==> src/rtl/locker_pkg.sv <==
// Shared types and defaults for the CI-LOCKER keypad sequencing controller.
package locker_pkg;

  // Status encoding doubles as the state encoding, so status is the state register itself.
  typedef enum logic [2:0] {
    ENTRY   = 3'd0,
    CHECK   = 3'd1,
    OPEN    = 3'd2,
    ERROR   = 3'd3,
    LOCKOUT = 3'd4
  } state_t;

  localparam int unsigned DIGIT_W = 32'd4;

  // Board defaults for a 50 MHz CLOCK_50.
  localparam logic [15:0] DEF_CODE      = 16'h2017;
  localparam int unsigned DEF_OPEN_CYC  = 32'd250_000_000;
  localparam int unsigned DEF_ERR_CYC   = 32'd100_000_000;
  localparam int unsigned DEF_LOCK_CYC  = 32'd1_500_000_000;

  // Width of the shared down-counter: enough to hold the largest load value (max-1).
  function automatic int unsigned timer_width(input int unsigned a,
                                              input int unsigned b,
                                              input int unsigned c);
    int unsigned m;
    m = (a > b) ? a : b;
    m = (c > m) ? c : m;
    return ($clog2(m) < 32'd1) ? 32'd1 : $clog2(m);
  endfunction

endpackage

==> src/rtl/btn_edge_sync.sv <==
// Synchroniser for an active-low, externally debounced push button.
// Produces a single-cycle pulse on each press (1->0 edge of the synchronised level).
module btn_edge_sync (
  input  logic clk,
  input  logic reset,
  input  logic btn,
  output logic pulse
);

  logic meta_r;
  logic sync_r;
  logic prev_r;

  // Two flops against metastability, a third to remember the previous synchronised level.
  always_ff @(posedge clk) begin
    if (!reset) begin
      meta_r <= 1'b1;
      sync_r <= 1'b1;
      prev_r <= 1'b1;
    end else begin
      meta_r <= btn;
      sync_r <= meta_r;
      prev_r <= sync_r;
    end
  end

  // A held button stays low, so prev==sync after one cycle and only one pulse results.
  assign pulse = prev_r & ~sync_r;

endmodule

==> src/rtl/locker_seq_ctrl.sv <==
// Keypad lock sequencer: collects DIGITS digits, checks them against CODE and
// runs the timed OPEN / ERROR / LOCKOUT windows. Display encoding lives elsewhere.
module locker_seq_ctrl
  import locker_pkg::*;
#(
  parameter int unsigned         DIGITS    = 32'd4,
  parameter logic [4*DIGITS-1:0] CODE      = (4*DIGITS)'(DEF_CODE),
  parameter int unsigned         MAX_TRIES = 32'd3,
  parameter int unsigned         OPEN_CYC  = DEF_OPEN_CYC,
  parameter int unsigned         ERR_CYC   = DEF_ERR_CYC,
  parameter int unsigned         LOCK_CYC  = DEF_LOCK_CYC
) (
  input  logic              CLOCK_50,
  input  logic              reset,
  input  logic              validar,
  input  logic              cancel,
  input  logic [3:0]        SW,
  output logic [2:0]        status,
  output logic              unlock,
  output logic [3:0]        digit_cnt,
  output logic [DIGITS-1:0] digit_mask,
  output logic [3:0]        tries_left,
  output logic              busy
);

  localparam int unsigned ENTRY_W = DIGITS * DIGIT_W;
  localparam int unsigned TIMER_W = timer_width(OPEN_CYC, ERR_CYC, LOCK_CYC);

  localparam logic [TIMER_W-1:0] OPEN_LOAD = TIMER_W'(OPEN_CYC - 32'd1);
  localparam logic [TIMER_W-1:0] ERR_LOAD  = TIMER_W'(ERR_CYC - 32'd1);
  localparam logic [TIMER_W-1:0] LOCK_LOAD = TIMER_W'(LOCK_CYC - 32'd1);
  localparam logic [3:0]         TRIES_MAX = 4'(MAX_TRIES);
  localparam logic [3:0]         LAST_IDX  = 4'(DIGITS - 32'd1);
  localparam logic [DIGITS-1:0]  MASK_ONE  = DIGITS'(1);

  logic               press_s;
  logic               clr_s;
  logic [3:0]         sw_meta_r;
  logic [3:0]         sw_sync_r;

  state_t             state_r;
  logic [ENTRY_W-1:0] entry_r;
  logic [3:0]         digit_cnt_r;
  logic [DIGITS-1:0]  digit_mask_r;
  logic [3:0]         tries_left_r;
  logic [TIMER_W-1:0] timer_r;
  logic               unlock_r;
  logic               busy_r;

  btn_edge_sync u_validar_sync (
    .clk   (CLOCK_50),
    .reset (reset),
    .btn   (validar),
    .pulse (press_s)
  );

  btn_edge_sync u_cancel_sync (
    .clk   (CLOCK_50),
    .reset (reset),
    .btn   (cancel),
    .pulse (clr_s)
  );

  // Digit switches get the same two-flop depth so SW lines up with the press pulse.
  always_ff @(posedge CLOCK_50) begin
    if (!reset) begin
      sw_meta_r <= 4'd0;
      sw_sync_r <= 4'd0;
    end else begin
      sw_meta_r <= SW;
      sw_sync_r <= sw_meta_r;
    end
  end

  // Sequencer state, entry buffer, attempt counter, timer and registered outputs.
  always_ff @(posedge CLOCK_50) begin
    if (!reset) begin
      state_r      <= ENTRY;
      entry_r      <= '0;
      digit_cnt_r  <= 4'd0;
      digit_mask_r <= '0;
      tries_left_r <= TRIES_MAX;
      timer_r      <= '0;
      unlock_r     <= 1'b0;
      busy_r       <= 1'b0;
    end else begin
      case (state_r)
        ENTRY: begin
          if (clr_s) begin
            entry_r      <= '0;
            digit_cnt_r  <= 4'd0;
            digit_mask_r <= '0;
          end else if (press_s) begin
            entry_r      <= (entry_r << DIGIT_W) | ENTRY_W'(sw_sync_r);
            digit_cnt_r  <= digit_cnt_r + 4'd1;
            digit_mask_r <= digit_mask_r | (MASK_ONE << digit_cnt_r);
            if (digit_cnt_r == LAST_IDX) begin
              state_r <= CHECK;
              busy_r  <= 1'b1;
            end else begin
              state_r <= ENTRY;
            end
          end else begin
            state_r <= ENTRY;
          end
        end

        CHECK: begin
          entry_r      <= '0;
          digit_cnt_r  <= 4'd0;
          digit_mask_r <= '0;
          if (entry_r == CODE) begin
            state_r      <= OPEN;
            tries_left_r <= TRIES_MAX;
            timer_r      <= OPEN_LOAD;
            unlock_r     <= 1'b1;
            busy_r       <= 1'b0;
          end else if (tries_left_r > 4'd1) begin
            state_r      <= ERROR;
            tries_left_r <= tries_left_r - 4'd1;
            timer_r      <= ERR_LOAD;
            busy_r       <= 1'b1;
          end else begin
            // Final permitted failure: fail count saturates, nothing left to try.
            state_r      <= LOCKOUT;
            tries_left_r <= 4'd0;
            timer_r      <= LOCK_LOAD;
            busy_r       <= 1'b1;
          end
        end

        OPEN: begin
          if (clr_s || (timer_r == '0)) begin
            state_r  <= ENTRY;
            unlock_r <= 1'b0;
          end else begin
            timer_r <= timer_r - 1'b1;
          end
        end

        ERROR: begin
          if (timer_r == '0) begin
            state_r <= ENTRY;
            busy_r  <= 1'b0;
          end else begin
            timer_r <= timer_r - 1'b1;
          end
        end

        LOCKOUT: begin
          if (timer_r == '0) begin
            state_r      <= ENTRY;
            tries_left_r <= TRIES_MAX;
            busy_r       <= 1'b0;
          end else begin
            timer_r <= timer_r - 1'b1;
          end
        end

        default: begin
          state_r      <= ENTRY;
          entry_r      <= '0;
          digit_cnt_r  <= 4'd0;
          digit_mask_r <= '0;
          timer_r      <= '0;
          unlock_r     <= 1'b0;
          busy_r       <= 1'b0;
        end
      endcase
    end
  end

  assign status     = state_r;
  assign unlock     = unlock_r;
  assign digit_cnt  = digit_cnt_r;
  assign digit_mask = digit_mask_r;
  assign tries_left = tries_left_r;
  assign busy       = busy_r;

endmodule

==> config.mk <==
export PLATFORM = sky130hd
export DESIGN_NAME = locker_seq_ctrl
export DESIGN_NICKNAME = d
export VERILOG_FILES = /design/src/rtl/locker_pkg.sv /design/src/rtl/btn_edge_sync.sv /design/src/rtl/locker_seq_ctrl.sv
export SDC_FILE = /design/constraint.sdc
export NUM_CORES = 1
export LEC_CHECK = 0
export CAP_MARGIN = 10
export CORE_MARGIN = 5
export CORE_UTILIZATION = 45
export CTS_CLUSTER_DIAMETER = 100
export DETAILED_ROUTE_END_ITERATION = 7
export PLACE_DENSITY = 0.61
export SLEW_MARGIN = 15
export SYNTH_ARGS = -nofsm -noshare
export SYNTH_HDL_FRONTEND = slang
export SYNTH_SLANG_ARGS = --single-unit
==> constraint.sdc <==
create_clock -name CLOCK_50 -period 4.3 [get_ports CLOCK_50]
set_input_delay 0.86 -clock CLOCK_50 [delete_from_list [all_inputs] [get_ports CLOCK_50]]
set_output_delay 0.86 -clock CLOCK_50 [all_outputs]
set_load 0.02 [all_outputs]
; ---- After elaboration in Yosys (flattened, before gate mapping)
; Index checks and enable logic that the tools add are counted.
[word_totals]
reg_bits = 78
latchBits = 0
ramBits = 0
rom_bits = 0
output_inout_bits = 17
word_cells = 95
n_memories = 0
[classes]
add_sub_neg = 3
n_mul = 0
div = 0
order_cmp = 1
eq_ne = 16
shift = 1
mux = 35
n_bitwise = 10
reduce_logical = 13
[op_table]
columns = op, n
row1 = $mux 31, 4
row2 = $pmux 31 s4, 1
row3 = $mux 16, 2
row4 = $pmux 16 s2, 1
row5 = $logic_not 31->1, 1
row6 = $sub 31x1->31 const B, 1
row7 = $mux 4, 7
row8 = $pmux 4 s2, 3
row9 = $mux 3, 6
row10 = $eq 16x14->1 const B, 1
row11 = $ne 2x2->1 const B, 8
row12 = $or 16x4->16, 1
row13 = $pmux 3 s4, 1
row14 = $reduce_and 3->1, 3
row15 = $mux 1, 8
row16 = $eq 3x2->1 const B, 2
row17 = $not 1->1, 6
row18 = $reduce_or 3->1, 2
row19 = $reduce_and 5->1, 1
row20 = $add 4x1->4 const B, 1
row21 = $eq 4x2->1 const B, 1
row22 = $gt 4x1->1 const B, 1
row23 = $or 4x4->4, 1
row24 = $pmux 1 s4, 1
row25 = other kinds (13), 15

; ---- Logic depth before layout (Yosys ltp)
; Gate-level depths: netlist of the first run.
[depth]
ltp_word = 5
depth_mapped = 9

; ---- Cells and area by module
; From an unflattened synthesis of the first run, not the netlist that was laid out.
[hier_totals]
cells_unflattened = 473
area_unflattened_um2 = 3913.8
[by_module_without_submodules]
columns = module, instances, cells_each, area_per_inst_um2, seq_area_each_um2
row1 = locker_seq_ctrl, 1, 459, 3743.6, 1441.4
row2 = btn_edge_sync, 2, 7, 85.1, 60.1

; ---- Worst setup path after synthesis of the first run
; No wires, ideal clock.
[synth_path]
path_kind = register to register
start = register state_r[2], in the netlist status[2]
end = register timer_r[30]
t_arrival_ns = 2.252
required_ns = 4.209
path_slack_ns = 1.957
path_stages_with_launch = 9
period_less_slack_ns = 2.343
cell_sequence = dfxtp_1 -> clkbuf_1 -> or3b_2 -> clkbuf_1 -> nand2_1 -> clkbuf_1 -> clkbuf_1 -> o21ai_0 -> a311oi_1
[synth_via]
elab_chain_len = 4
elab_cells_between_ends = 11
classes_between = 6 x eq/ne / 1 x mux / 1 x bitwise / 3 x reduce/logical
[synth_rtl]
columns = item, line
row1 = "start, declared", locker_seq_ctrl.sv:41  ; state_t state_r;
row2 = "start signal, assigned", locker_seq_ctrl.sv:78  ; state_r <= ENTRY;
row3 = "start signal, assigned", locker_seq_ctrl.sv:98  ; state_r <= CHECK;
row4 = "start signal, assigned", locker_seq_ctrl.sv:101  ; state_r <= ENTRY;
row5 = $eq 3x3->1 or $eq 3x2->1 (tied branches), locker_seq_ctrl.sv:87  ; case (state_r)
row6 = $reduce_or 2->1 (no source line), --
row7 = $ne 2x2->1 (no source line), --
row8 = $reduce_and 3->1 (no source line), --
row9 = "end signal, assigned", locker_seq_ctrl.sv:137  ; timer_r <= timer_r - 1'b1;
row10 = "end signal, assigned", locker_seq_ctrl.sv:146  ; timer_r <= timer_r - 1'b1;
row11 = "end signal, assigned", locker_seq_ctrl.sv:156  ; timer_r <= timer_r - 1'b1;
row12 = "end, declared", locker_seq_ctrl.sv:46  ; logic [TIMER_W-1:0] timer_r;
; Parallel ways exist; a longest one is shown, timed or not.
; A chain may end at the register's enable or synchronous reset.

; ---- Worst setup path in the final report of the first run
[layout_path]
start = register timer_r[0]
end = register timer_r[30]
[layout_via]
elab_chain_len = 4
elab_cells_between_ends = 9
classes_between = 1 x add/sub / 2 x eq/ne / 3 x mux / 3 x reduce/logical
[layout_rtl]
columns = item
row1 = "parallel branches: the longest is 4 deep, another holds $sub 31x1->31"
; Several ways; the timed one is not identified. The select of a mux whose other input is x is not followed.

==> results.json, run 1 <==
{
  "viasPerCell": 6.402,
  "start_kind": "flop",
  "synth_cell_types": 64,
  "ys_warn_count": 0,
  "routabilityCongestion": 0.8636,
  "coreArea_um2": 8636,
  "io_buffers": 24,
  "min_period_ns": 2.976,
  "hpwl_mm": 7.214,
  "skew_ns": 0.009589,
  "cts.path.max_buffers": 2,
  "final_layout_size_suffix_gt1_share_pct": 11.47,
  "finalCritPeriodShare_pct": 69.21,
  "final_cell_mix": "78 x dfxtp_1, 48 x nand2_1, 30 x nor2_1, 30 x a21oi_1, 30 x o21ai_0",
  "critPathKind": "reg -> reg",
  "power.total_mw": 1.337,
  "cap_violations": 0,
  "final.setup.tns_ns": 0,
  "drv_slew": 0,
  "hold_path_class": "reg -> reg",
  "synthCells": 479,
  "yosysSeqAreaShare_pct": 39.46,
  "htree_levels": 3,
  "fmax_ghz": 0.3360,
  "mostFrequentLayoutCell": "dfxtp_1",
  "synth_edf_count": 0,
  "vias": 3873,
  "antenna_found_initial": 0,
  "synthArstFlopShare_pct": 0,
  "die_w_um": 103.8,
  "clock_latency_ns": 0.36,
  "grt_pass1_vias": 3631,
  "reg2reg_from": "timer_r[0]",
  "start_util_pct": 45.83,
  "crit_fanout": 19,
  "finalSetupViolations": 0,
  "routedWlPerCell_um": 18.53,
  "cp.arrival_ns": 3.24,
  "rows": 34,
  "rsz0062_at_grt": "false",
  "startpoint": "timer_r[0]",
  "wl_mm": 11.21,
  "drt_first_iter_violations": 287,
  "dp_cells": 589,
  "syn_area_um2": 3958,
  "fillers": 832,
  "antenna_cells": 0,
  "root_buffer": "clkbuf_8",
  "hold_viol_final": 0,
  "r2r_end": "timer_r[30]",
  "grt_max_degree": 66,
  "first_pass_iters": 5,
  "critical_path_required_ns": 4.57,
  "avgSynthCellArea_um2": 8.262,
  "syn_nets": 491,
  "clk_pin_slew_ns": 0.09,
  "rrSetupSlack_ns": 1.32,
  "leakage_nw": 1.613,
  "cts_buffers": 9,
  "status": "complete, no violations",
  "syn_to_final_growth_pct": 13.03,
  "ys.flop_type": "dfxtp_1",
  "layout.cells.non_filler": 605,
  "cts_tree": "built",
  "ios": 25,
  "reg2reg_depth": 7,
  "route.detailed.drc": 0,
  "p_per_area_nw_per_um2": 299.0,
  "gr-total-overflow": 0,
  "endpoint": "timer_r[30]",
  "cts_setup_buffers": 0,
  "worstMarginPinSlew_ns": 1.046,
  "relSlewSlack_pct": 30.00,
  "finalNetCount": 504,
  "dieHeight_um": 103.8,
  "cts_num_sinks": 78,
  "cts_resized": 0,
  "endpoint_kind": "flop",
  "die_area_um2": 10770,
  "vdd_drop_max_mv": 0.1821,
  "grt_pass1_wl_mm": 18.44,
  "grtUsageTotal_pct": 20.44,
  "cts_hold_buffers": 0,
  "final_antenna_net_count": 0,
  "synth_seq_cells": 78
}
[critical path: stages, from the launching register on]
cell      delay, ns
dfxtp_1        0.36
inv_1          0.08
ha_1           0.18
nor3b_2        0.46
and4_1         0.48
a41o_1         0.62
nor2_2         0.34
a311oi_1       0.35
[power breakdown]
group / switching, mW / internal [mW]
combinational: 0.0402 / 0.0242
clock: 0.313 / 0.222
sequential: 0.00649 / 0.732
total: 0.360 / 0.978
[registers in the layout (all words and copies together) (netlist names), 3 cells and up]
signal      count
timer_r        31
sw_sync_r       4
entry_r        16
sw_meta_r       4
digit_cnt       4
digit_mask      4
status          3
tries_left      4
[cells in the mapped netlist (all sizes together) (2+ instances only)]
library cell	count	area, µm²
a211oi	5	37.54
o41ai	5	43.79
a41oi	5	43.79
nand4	8	56.30
o21a	4	30.03
a311oi	3	26.28
or4	3	22.52
inv	10	37.54
buf	5	31.28
o31ai	10	75.07
nand2	48	180.2
nor3	12	60.06
nand2b	11	76.32
or3b	2	17.52
o21ai	31	155.1
and4	3	26.28
o22ai	2	12.51
ha	4	50.05
or3	6	42.54
a21o	2	15.01
xnor2	3	26.28
clkbuf	30	112.6
nor3b	6	50.05
nor4bb	2	20.02
o22a	2	17.52
o311ai	8	70.07
nor2b	4	25.02
nand4b	2	17.52
o311a	4	40.04
o32ai	4	35.03
a31oi	16	100.1
o31a	3	26.28
nand3	26	130.1
and2	9	56.30
o2111ai	2	17.52
a31o	17	148.9
dfxtp	78	1562
a21oi	30	150.1
nor4	9	77.57
nor2	31	118.9
[cell type report]
type | count | area [µm²] | area share (%)
inverters | 11 | 41.29 | 0.9231
clock buffers | 9 | 123.9 | 2.769
repair buffers | 37 | 332.8 | 7.441
clock inverters | 7 | 62.56 | 1.399
multi-input cells | 355 | 2216 | 49.54
flip-flops and latches | 78 | 1562 | 34.91
well taps | 108 | 135.1 | 3.021
[worst min-delay path by stage]
stage                     cells after the start  slack [ns]                  start                     to
after CTS                                     1        0.42   u_cancel_sync.meta_r   u_cancel_sync.sync_r
after detailed placement                      1        0.39   u_cancel_sync.meta_r   u_cancel_sync.sync_r
after global placement                        1        0.40   u_cancel_sync.meta_r   u_cancel_sync.sync_r
after floorplan                               1        0.39   u_cancel_sync.meta_r   u_cancel_sync.sync_r
after global routing                          1        0.44   u_cancel_sync.meta_r   u_cancel_sync.sync_r
final                                         1        0.41  u_validar_sync.meta_r  u_validar_sync.sync_r
[per-layer routing]
layer | global-route usage, % | vias to the layer above | wire length, µm
li1 | - | 1848 | -
met3 | 4.975 | 21 | 623
met4 | 7.401 | 0 | 259
met2 | 31.88 | 130 | 5274
met5 | 0 | - | 0
met1 | 27.44 | 1874 | 5055
[through the flow]
step | cell area (µm²) | hold slack [ns] | setup slack (ns) | util [%]
after floorplan | 3958 | 0.3863 | 1.957 | -
after global placement | 4287 | 0.3953 | 1.467 | 49.64
after detailed placement | 4287 | 0.3940 | 1.397 | 49.64
after CTS | 4473 | 0.4162 | 1.368 | 51.80
after global routing | 4473 | 0.4401 | 1.150 | 51.80
final | 4473 | 0.4112 | 1.324 | 51.80
[logic make-up (layout without fill, tap and decap cells)]
kind of cell / Yosys count / count (layout) / synth area share (%)
adder cells (fa/ha/maj): 4 / 4 / 1.265
AO/OA/AOI/OAI: 161 / 161 / 28.20
buffers and inverters: 46 / 64 / 4.679
flip-flops: 78 / 78 / 39.46
AND/OR/NAND/NOR: 187 / 187 / 25.74
XOR/XNOR: 3 / 3 / 0.6640
Note: power is estimated with default switching activity, not from simulation.
==> inputs of run 2 (changes only) <==
PLACE_DENSITY = 0.64   (was 0.61)
clock period = 2.7 ns   (was 4.3 ns; I/O delays follow)
==> results.json, run 2 (same netlist as run 1, synthesis figures left out) <==
{
  "fin_area_um2": 4622,
  "holdPathEnd": "u_validar_sync.sync_r",
  "largestRegisters": "timer_r x31, entry_r x16",
  "multiInputGateArea_um2": 2211,
  "reg2reg_depth": 5,
  "final.setup.tns_ns": 0,
  "critical_path_required_ns": 2.95,
  "hold_path_class": "reg -> reg",
  "final_layout_size_suffix_gt1_share_pct": 14.04,
  "final_antenna_net_count": 0,
  "cts.path.max_buffers": 2,
  "dp_cells": 605,
  "largest_reg_flops": 31,
  "cpMaxStageDelayCell": "o41ai_1",
  "finalSetupViolations": 0,
  "routabilityCongestion": 0.8939,
  "final_cell_mix": "78 x dfxtp_1, 48 x nand2_1, 30 x nor2_1, 30 x a21oi_1, 30 x o21ai_0",
  "cts_tree": "built",
  "largest_register": "timer_r",
  "drv_slew": 0,
  "rows": 34,
  "hold_ws_ns": 0.4098,
  "dieHeight_um": 103.8,
  "p_sw_mw": 0.5357,
  "gr-total-overflow": 0,
  "cts_hold_buffers": 0,
  "crit_path_max_incr_delay_ns": 0.69,
  "seq_area_um2": 1562,
  "internal_power_mw": 1.662,
  "hold_viol_final": 0,
  "reg2reg_from": "timer_r[14]",
  "root_buffer": "clkbuf_8",
  "crit_fanout": 11,
  "route.detailed.drc": 0,
  "skew_ns": 0.01369,
  "cap_violations": 0,
  "syn_to_final_growth_pct": 16.79,
  "fmax_ghz": 0.4033,
  "mostFrequentLayoutCell": "dfxtp_1",
  "p_seq_share_pct": 53.5,
  "worstMarginPinSlew_ns": 0.8736,
  "die_area_um2": 10770,
  "r2r_end": "tries_left[2]",
  "relSlewSlack_pct": 41.70,
  "endpoint_kind": "flop",
  "grtUsageTotal_pct": 21.03,
  "cts_buffers": 9,
  "hpwl_mm": 7.756,
  "status": "complete, no violations",
  "viasPerCell": 6.403,
  "p_per_area_nw_per_um2": 475.4,
  "p_comb_share_pct": 4.8,
  "grt_pass1_vias": 3826,
  "routedWlPerCell_um": 18.34,
  "netSwitchingFraction_pct": 24.38,
  "antenna_found_initial": 0,
  "vdd_drop_max_mv": 0.3210,
  "htree_levels": 3,
  "rsz0062_at_grt": "false",
  "critPathKind": "reg -> reg",
  "clock_power_share_pct": 41.7,
  "die_w_um": 103.8,
  "leakage_nw": 1.693,
  "fillers": 805,
  "cts_setup_buffers": 0,
  "cp.arrival_ns": 2.73,
  "rrSetupSlack_ns": 0.22,
  "wl_mm": 11.39,
  "grt_max_degree": 46,
  "holdPathStages": 1,
  "cts_resized": 0,
  "min_period_ns": 2.480,
  "coreArea_um2": 8636,
  "vias": 3976,
  "start_util_pct": 45.83,
  "post-route-util_pct": 53.52,
  "finalNetCount": 520,
  "antenna_cells": 0,
  "path_cells": "or4_1 > nand2b_4 > o41ai_1 > o21ai_0 > a21o_1",
  "cts_num_sinks": 78,
  "first_pass_iters": 7,
  "grt_pass1_wl_mm": 19.06,
  "layout.cells.non_filler": 621,
  "io_buffers": 24,
  "start_kind": "flop",
  "clock_latency_ns": 0.35,
  "drt_first_iter_violations": 394,
  "dpl_cell_area_um2": 4414,
  "clk_pin_slew_ns": 0.08,
  "ios": 25,
  "worst_hold_startpoint": "u_validar_sync.meta_r",
  "finalCritPeriodShare_pct": 91.83
}
run 2: worst max path at each step:
stage / start / end / slack, ns / cells after the start
3_5_place_dp: timer_r[14] / tries_left[2] / 0.24 / 5
4_1_cts: timer_r[14] / tries_left[2] / 0.23 / 5
3_3_place_gp: timer_r[14] / tries_left[2] / 0.31 / 5
2_1_floorplan: status[2] / timer_r[30] / 0.36 / 8
6_report: timer_r[14] / tries_left[2] / 0.22 / 5
5_1_grt: timer_r[14] / tries_left[2] / 0.04 / 5
run 2: per-stage QoR:
| step | setup slack, ns | total power, mW |
|---|---|---|
| after global placement | 0.3149 | 1.305 |
| final | 0.2205 | 2.197 |
| after CTS | 0.2312 | 2.220 |
| after floorplan | 0.3567 | 1.266 |
| after detailed placement | 0.2437 | 1.307 |
| after global routing | 0.03642 | 2.284 |
run 2: area by class of cell:
type	count	area share, %
multi-input combinational	355	47.83
clock inverter	6	1.516
inverter	11	0.8933
timing repair buffer	53	10.07
tap	108	2.924
sequential	78	33.78
clock buffer	10	2.978
run 2: layer usage:
layer  part of all wire, %  track usage, %
met5                     0               0
met4                   2.3           7.493
met3                   6.8           5.410
met2                    45           32.06
met1                    46           28.71
run 2: critical path, delay by kind of cell, from the launching register on:
family             cells  cell delay, ns
AOI/OAI and AO/OA      3            1.12
DFF                    1            0.36
and+or+nand+nor        2            0.89
run 2: power by group through the flow:
stage	logic, mW	registers [mW]	clock network [mW]
after global routing	0.117	1.18	0.989
final	0.105	1.18	0.916
after CTS	0.105	1.18	0.939
after floorplan	0.0595	1.21	0
after global placement	0.103	1.20	0
after detailed placement	0.104	1.20	0
==> inputs of run 3 (changes only) <==
PLACE_DENSITY = 0.61   (was 0.64)
SETUP_SLACK_MARGIN = 0.02   (was not set)
clock period = 3.2 ns   (was 2.7 ns; I/O delays follow)
==> results.json, run 3 (same netlist as run 1, synthesis figures left out) <==
{
  "status": "complete, no violations",
  "grt_max_degree": 66,
  "drv_slew": 0,
  "hold_path_class": "reg -> reg",
  "largest_reg_flops": 31,
  "busiest_layer": "met2",
  "critPathKind": "reg -> reg",
  "largestRegisters": "timer_r x31, entry_r x16",
  "antenna_found_initial": 0,
  "dieHeight_um": 103.8,
  "first_pass_iters": 5,
  "antenna_cells": 0,
  "route.detailed.drc": 0,
  "io_buffers": 24,
  "min_period_ns": 2.744,
  "clk_pin_slew_ns": 0.09,
  "final_layout_size_suffix_gt1_share_pct": 12.52,
  "mostFrequentLayoutCell": "dfxtp_1",
  "drt_first_iter_violations": 217,
  "cp.arrival_ns": 3.01,
  "post-route-util_pct": 52.23,
  "cts_hold_buffers": 0,
  "cpMaxStageDelayCell": "o41ai_1",
  "met2_usage_pct": 31.92,
  "p_per_area_nw_per_um2": 392.4,
  "die_area_um2": 10770,
  "use_met1_pct": 27.14,
  "p_sw_mw": 0.4646,
  "internal_power_mw": 1.305,
  "hold_viol_final": 0,
  "fmax_ghz": 0.3644,
  "dpl_cell_area_um2": 4332,
  "grtUsageMet3_pct": 3.980,
  "leakage_nw": 1.634,
  "start_kind": "flop",
  "start_util_pct": 45.83,
  "clock_power_share_pct": 39.1,
  "rsz0062_at_grt": "false",
  "final.setup.tns_ns": 0,
  "final_antenna_net_count": 0,
  "cts_num_sinks": 78,
  "cap_violations": 0,
  "grt_pass1_wl_mm": 18.35,
  "vdd_drop_max_mv": 0.2318,
  "rrSetupSlack_ns": 0.46,
  "crit_fanout": 10,
  "syn_to_final_growth_pct": 13.97,
  "coreArea_um2": 8636,
  "finalSetupViolations": 0,
  "ios": 25,
  "cts_buffers": 9,
  "finalNetCount": 510,
  "path_cells": "nor4_2 > nand4_2 > o41ai_1 > o21ai_0 > a21o_1",
  "cts.path.max_buffers": 2,
  "hpwl_mm": 7.271,
  "p_comb_share_pct": 4.9,
  "viasPerCell": 6.316,
  "netSwitchingFraction_pct": 26.25,
  "cts_setup_buffers": 0,
  "skew_ns": 0.01509,
  "final_cell_mix": "78 x dfxtp_1, 48 x nand2_1, 30 x nor2_1, 30 x a21oi_1, 30 x o21ai_0",
  "routabilityCongestion": 0.8760,
  "relSlewSlack_pct": 41.35,
  "p_seq_share_pct": 56.0,
  "grtUsageTotal_pct": 20.25,
  "finalCritPeriodShare_pct": 85.75,
  "root_buffer": "clkbuf_8",
  "fin_area_um2": 4511,
  "routedWlPerCell_um": 17.87,
  "vias": 3859,
  "worstMarginPinSlew_ns": 0.8789,
  "critical_path_required_ns": 3.46,
  "wl_mm": 10.92,
  "clock_latency_ns": 0.36,
  "cts_tree": "built",
  "cts_resized": 0,
  "gr-total-overflow": 0,
  "crit_path_max_incr_delay_ns": 0.78,
  "htree_levels": 3,
  "largest_register": "timer_r",
  "rows": 34,
  "endpoint_kind": "flop",
  "die_w_um": 103.8,
  "grt_pass1_vias": 3606
}
run 3: cell types whose count changed in the layout (fill, tap and decap cells not counted):
| cell | delta |
|---|---|
| nor3_1 | -1 |
| bufinv_16 | -1 |
| nor3_2 | +1 |
| clkbuf_8 | -1 |
| clkinvlp_4 | -1 |
| buf_12 | -1 |
| buf_4 | -9 |
| clkinv_2 | +1 |
| inv_6 | +2 |
run 3: power by group through the flow:
stage               clock [mW]  combinational (mW)  sequential (mW)
global route             0.761              0.0949            0.994
CTS                      0.716              0.0872            0.992
detailed placement           0              0.0869             1.01
floorplan                    0              0.0502             1.02
global placement             0              0.0858             1.01
finish                   0.692              0.0862            0.992
run 3: per-stage QoR:
step / power, mW / cells / worst slack, ns / hold slack, ns
floorplan: 1.069 / 479 / 0.8567 / 0.3863
global placement: 1.100 / 595 / 0.7091 / 0.3915
detailed placement: 1.102 / 595 / 0.5044 / 0.3917
CTS: 1.796 / 611 / 0.4717 / 0.4042
global route: 1.850 / 611 / 0.2529 / 0.4139
finish: 1.770 / 611 / 0.4561 / 0.4007
run 3: metal layers:
metal / vias up / share of wire, %
met4: 0 / 1.9
li1: 1860 / -
met1: 1848 / 46
met3: 19 / 5.6
met5: - / 0
met2: 132 / 46
run 3: path summary, 6_finish.rpt:
check | startpoint | endpoint | depth (start not counted)
worst max-delay path | timer_r[4] | tries_left[2] | 5
worst min-delay path | u_cancel_sync.meta_r | u_cancel_sync.sync_r | 1
worst min register to register | u_cancel_sync.meta_r | u_cancel_sync.sync_r | 1
worst max register to register | timer_r[4] | tries_left[2] | 5
run 3: layout make-up:
type                    count  area, µm²
repair buffers             43      377.9
multi-input cells         355       2216
flip-flops and latches     78       1562
fillers                   858       4125
well taps                 108      135.1
clock buffers               9      123.9
clock inverters             7      55.05
inverters                  11      41.29
run 3: critical path: cells and delay by family, from the launching register on:
family / cells / cell delay, ns
simple gates: 2 / 1.11
compound gates: 3 / 1.18
flops: 1 / 0.37
